$ cat config.mk
export PLATFORM = sky130hd
export DESIGN_NAME = dt_peak_scan
export DESIGN_NICKNAME = d
export VERILOG_FILES = /design/src/rtl/dt_peak_scan.sv
export SDC_FILE = /design/constraint.sdc
export NUM_CORES = 1
export LEC_CHECK = 0
export BUFFER_PORTS_ARGS = -buffer_cell sky130_fd_sc_hd__buf_2
export CAP_MARGIN = 10
export CELL_PAD_IN_SITES_DETAIL_PLACEMENT = 0
export CELL_PAD_IN_SITES_GLOBAL_PLACEMENT = 1
export CORE_AREA = 5 5 106 108
export CTS_BUF_LIST = sky130_fd_sc_hd__clkbuf_4 sky130_fd_sc_hd__clkbuf_8 sky130_fd_sc_hd__clkbuf_16
export DETAILED_ROUTE_END_ITERATION = 16
export DIE_AREA = 0 0 111 113
export PLACE_DENSITY = 0.85
export REMOVE_ABC_BUFFERS = 1
export SYNTH_ARGS = -nofsm -noshare
export SYNTH_HDL_FRONTEND = slang
export SYNTH_SLANG_ARGS = --single-unit
$ cat constraint.sdc
create_clock -name clk -period 4.4 [get_ports clk]
set_clock_uncertainty 0.2 [all_clocks]
set_input_delay 0.22 -clock clk [delete_from_list [all_inputs] [get_ports clk]]
set_output_delay 0.22 -clock clk [all_outputs]
set_load 0.01 [all_outputs]
$ cat src/rtl/dt_peak_scan.sv
// Raster scan of the distance-transform result map: global peak, foreground count
// and one row-maximum write per image row, launched by the engine's done level.
module dt_peak_scan #(
  parameter  int IMG_W = 128,
  parameter  int IMG_H = 128,
  localparam int AW    = $clog2(IMG_W * IMG_H),
  localparam int CW    = $clog2(IMG_W),
  localparam int RW    = $clog2(IMG_H)
) (
  input  logic          clk,
  input  logic          reset,
  input  logic          start,
  output logic          res_rd,
  output logic [AW-1:0] res_addr,
  input  logic [7:0]    res_di,
  output logic          rmax_wr,
  output logic [RW-1:0] rmax_addr,
  output logic [7:0]    rmax_do,
  output logic [7:0]    peak_val,
  output logic [AW-1:0] peak_addr,
  output logic [AW:0]   fg_cnt,
  output logic          busy,
  output logic          scan_done
);

  localparam logic [AW-1:0] LAST_ADDR = AW'(IMG_W * IMG_H - 1);
  localparam logic [CW-1:0] LAST_COL  = CW'(IMG_W - 1);
  localparam logic [RW-1:0] LAST_ROW  = RW'(IMG_H - 1);

  typedef enum logic [1:0] {IDLE, SCAN, DRAIN, DONE} state_t;

  state_t        r_state;
  state_t        w_nextState;

  logic          r_rd;
  logic [AW-1:0] r_addr;
  logic          r_busy;
  logic          r_scanDone;
  logic          r_beatVld;
  logic [AW-1:0] r_beatAddr;
  logic [7:0]    r_acc;
  logic [7:0]    r_peakVal;
  logic [AW-1:0] r_peakAddr;
  logic [AW:0]   r_fgCnt;
  logic          r_rmaxWr;
  logic [RW-1:0] r_rmaxAddr;
  logic [7:0]    r_rmaxDo;

  logic          w_accept;
  logic          w_rdNext;
  logic          w_busyNext;
  logic          w_doneNext;
  logic [CW-1:0] w_col;
  logic [RW-1:0] w_row;
  logic [7:0]    w_rowMax;

  always_ff @(posedge clk or negedge reset) begin
    if (!reset) r_state <= IDLE;
    else        r_state <= w_nextState;
  end

  // DRAIN ends on the strobe of the last row, which trails the last read by two cycles.
  always_comb begin
    w_nextState = r_state;
    case (r_state)
      IDLE:    if (start) w_nextState = SCAN;
      SCAN:    if (r_addr == LAST_ADDR) w_nextState = DRAIN;
      DRAIN:   if (r_rmaxWr && (r_rmaxAddr == LAST_ROW)) w_nextState = DONE;
      DONE:    if (!start) w_nextState = IDLE;
      default: w_nextState = IDLE;
    endcase
  end

  always_comb begin
    w_accept   = (r_state == IDLE) && start;
    w_rdNext   = (w_nextState == SCAN);
    w_busyNext = (w_nextState == SCAN) || (w_nextState == DRAIN);
    w_doneNext = (w_nextState == DONE);
  end

  always_ff @(posedge clk or negedge reset) begin
    if (!reset) begin
      r_rd       <= 1'b0;
      r_busy     <= 1'b0;
      r_scanDone <= 1'b0;
      r_addr     <= '0;
    end else begin
      r_rd       <= w_rdNext;
      r_busy     <= w_busyNext;
      r_scanDone <= w_doneNext;
      if (w_accept)
        r_addr <= '0;
      else if ((r_state == SCAN) && (r_addr != LAST_ADDR))
        r_addr <= r_addr + AW'(1);
    end
  end

  // Tag each read with its address so the returning beat knows its row and column.
  always_ff @(posedge clk or negedge reset) begin
    if (!reset) begin
      r_beatVld  <= 1'b0;
      r_beatAddr <= '0;
    end else begin
      r_beatVld  <= r_rd;
      r_beatAddr <= r_addr;
    end
  end

  always_comb begin
    w_col    = r_beatAddr[CW-1:0];
    w_row    = r_beatAddr[AW-1:CW];
    w_rowMax = res_di;
    if ((w_col != '0) && (r_acc > res_di))
      w_rowMax = r_acc;
  end

  always_ff @(posedge clk or negedge reset) begin
    if (!reset) begin
      r_acc      <= '0;
      r_peakVal  <= '0;
      r_peakAddr <= '0;
      r_fgCnt    <= '0;
    end else if (w_accept) begin
      r_acc      <= '0;
      r_peakVal  <= '0;
      r_peakAddr <= '0;
      r_fgCnt    <= '0;
    end else if (r_beatVld) begin
      r_acc <= w_rowMax;
      if (res_di != 8'd0)
        r_fgCnt <= r_fgCnt + (AW+1)'(1);
      // Strict compare keeps the earliest address on ties.
      if (res_di > r_peakVal) begin
        r_peakVal  <= res_di;
        r_peakAddr <= r_beatAddr;
      end
    end
  end

  always_ff @(posedge clk or negedge reset) begin
    if (!reset) begin
      r_rmaxWr   <= 1'b0;
      r_rmaxAddr <= '0;
      r_rmaxDo   <= '0;
    end else begin
      r_rmaxWr <= r_beatVld && (w_col == LAST_COL);
      if (r_beatVld && (w_col == LAST_COL)) begin
        r_rmaxAddr <= w_row;
        r_rmaxDo   <= w_rowMax;
      end
    end
  end

  assign res_rd    = r_rd;
  assign res_addr  = r_addr;
  assign busy      = r_busy;
  assign scan_done = r_scanDone;
  assign peak_val  = r_peakVal;
  assign peak_addr = r_peakAddr;
  assign fg_cnt    = r_fgCnt;
  assign rmax_wr   = r_rmaxWr;
  assign rmax_addr = r_rmaxAddr;
  assign rmax_do   = r_rmaxDo;

endmodule

==> reports/qor.yml <==
status: "finished, final reports clean"
synthesis.area_um2: 4562
clk_path_buf_depth: 2
portBuffers: 80
remaining_drc_errors: 0
grt_pass1_vias: 3416
layout-drive-gt1-share_pct: 21.15
gr-total-overflow: 0
initial_core_util_pct: 45.00
yosys.area_share.simple_pct: 18.10
synth_edf_count: 0
grt_max_degree: 59
synth_warnings: 0
synth-seq-area-share_pct: 52.11
synth_top_area_share_pct: 52.11
cts_tree: "built"
ant_nets: 0
numClockSinks: 95
rsz0062_at_grt: "no"
synth_mux_area_share_pct: 7.460
synth_area_leaders: "dfrtp_1 (52%), nand2_1 (9.2%), mux2i_1 (7.5%)"
finalHoldViolCount: 0
num_rows: 37
cts_setup_buffers: 0
cts_buffers: 9
die_w_um: 111
worst_pin_slew_ns: 1.102
setup_violations: 0
synthCells: 452
crit_type: "in2reg"
min_path_type: "in2reg"
tns_ns: 0
synth_compound_area_share_pct: 10.12
track_usage_pct: 16.86
root_buffer: "clkbuf_8"
avgSynthCellArea_um2: 10.09
slew_viol_final: 0
cts_resized: 0
vias_per_cell: 5.241
drt_wl_total_um: 10310
async_flop_share_pct: 100.0
p_per_area_nw_per_um2: 463.8
dr.pass1.iters: 5
fin_nets: 565
synth_cell_type_count: 48
path_max_fanout: 17
fin_crit_ns: 2.838
arrival_ns: 2.86
die-height_um: 113
vdd_drop_max_uv: 275.0
period_share_pct: 64.50
core-area_um2: 10140
yosysTopAreaCell: "dfrtp_1"
clk_pin_slew_ns: 0.09
final_util_pct: 52.39
yosys.area_share.xor_xnor_pct: 2.880
cts_hold_buf: 7
crit_required_ns: 4.43
maxSlewHeadroom_pct: 26.19
drv_cap: 0
end_kind: "register"
wire_per_inst_um: 15.28
antenna_found_initial: 0
start_kind: "primary input"
dieArea_um2: 12540
diodes: 0
synth_top_family_by_area: "simple AND/OR/NAND/NOR gates"
dpl.hpwl_um: 7439
syn_to_final_growth_pct: 16.43
fillers: 933
drt_iter0_markers: 174
io_pins: 81
grt_pass1_wl_um: 17270
ys.flop_type: "dfrtp_1"
place_ws_ns: 1.748
fin_ws_ns: 1.562
max_freq_ghz: 0.3524
globalplace.congestion: 0.8498
clk_latency_ns: 0.36
ys_ff_latch: 95
via_count: 3538
htree_levels: 3
p_leak_nw: 2.689
synthAdderAreaFrac_pct: 5.485
[critical path, cell delays in order]
cell and delay (ns):
dlygate4sd3_1 0.52, buf_2 0.15, inv_1 0.06, ha_1 0.32, nand4_1 0.13, o211ai_1 0.90
o21ai_2 0.37, mux2i_1 0.20
[cell usage after synthesis, types with 4 or more instances]
master / n
nand2_1: 112
dfrtp_1: 95
mux2i_1: 34
nor2_1: 24
ha_1: 20
inv_1: 19
o211ai_1: 14
a21oi_1: 13
nand4_1: 12
xnor2_1: 12
nand3_1: 11
o311ai_0: 8
a211oi_1: 7
clkbuf_1: 7
buf_1: 5
buf_2: 5
nor3_1: 4
o21ai_0: 4
[kinds of logic after synthesis]
family / Yosys count
DFF: 95
buffers and inverters: 40
xor gates and xnor gates: 15
and+or+nand+nor: 185
muxes: 34
AOI/OAI and AO/OA: 63
adders and majority gates: 20
[final cells by class]
| cell class | instances | area, µm² | share of cell area, % |
|---|---|---|---|
| well taps | 136 | 170.2 | 3.204 |
| clock inverters | 7 | 50.05 | 0.9423 |
| multi-input cells | 317 | 2012 | 37.88 |
| repair buffers | 91 | 503.0 | 9.470 |
| inverters | 20 | 75.07 | 1.413 |
| flip-flops and latches | 95 | 2377 | 44.76 |
| clock buffers | 9 | 123.9 | 2.332 |
[per-layer routing]
metal  GRT usage, %  part of all wire [%]  vias to the layer above
li1               -                     -                     1737
met1          22.28                    47                     1715
met2          27.02                    47                       72
met3          4.652                   4.5                       14
met4          5.583                   1.4                        0
met5              0                     0                        -
[state kept, by name (all words and copies together) (netlist names), 2 cells and up]
name        flops
rmax_addr       7
r_beatAddr     14
peak_addr      14
fg_cnt         15
res_addr       14
r_state         2
r_acc           8
rmax_do         8
peak_val        8
[metrics by stage]
step | power (mW) | std cells | area [µm²] | hold WS (ns)
5_1_grt | 2.643 | 675 | 5311 | 0.003053
3_3_place_gp | 1.935 | 652 | 5067 | 0.1265
2_1_floorplan | 1.664 | 432 | 4462 | -0.2756
3_5_place_dp | 1.968 | 652 | 5067 | 0.1354
4_1_cts | 2.492 | 675 | 5311 | 0.006069
6_report | 2.463 | 675 | 5311 | 0.02379
[cells in the final DEF, fill, tap and decap left out, types with 3 or more instances in the layout]
cell           instances
a211oi_1               7
a21oi_1               13
buf_2                 79
buf_4                  5
clkbuf_8               9
clkinvlp_4             3
dfrtp_1               95
dlygate4sd3_1          7
ha_1                  20
inv_1                 19
mux2i_1               34
nand2_1              111
nand2b_1               3
nand3_1               11
nand4_1               12
nor2_1                24
nor3_1                 4
o211ai_1              14
o21ai_0                4
o311ai_0               8
o31ai_1                3
or4_1                  3
xnor2_1               12
xor2_1                 3
[power breakdown]
part           internal [mW]  switching (mW)
clock network          0.205           0.311
registers               1.02           0.124
logic                  0.300           0.507
[path summary, 6_finish.rpt]
path                       slack (ns)      start        endpoint  cells past startpoint
hold / removal                   0.02      start      r_state[1]                      3
setup reg to reg                 1.73   r_acc[7]        r_acc[5]                      5
min in group asynchronous        0.27      reset     peak_val[7]                      2
setup / recovery                 1.56  res_di[7]        r_acc[5]                      8
hold reg to reg                  0.22     res_rd       r_beatVld                      0
max in group asynchronous        2.77      reset  r_beatAddr[13]                      3
Power figures use the tool's default switching activity.
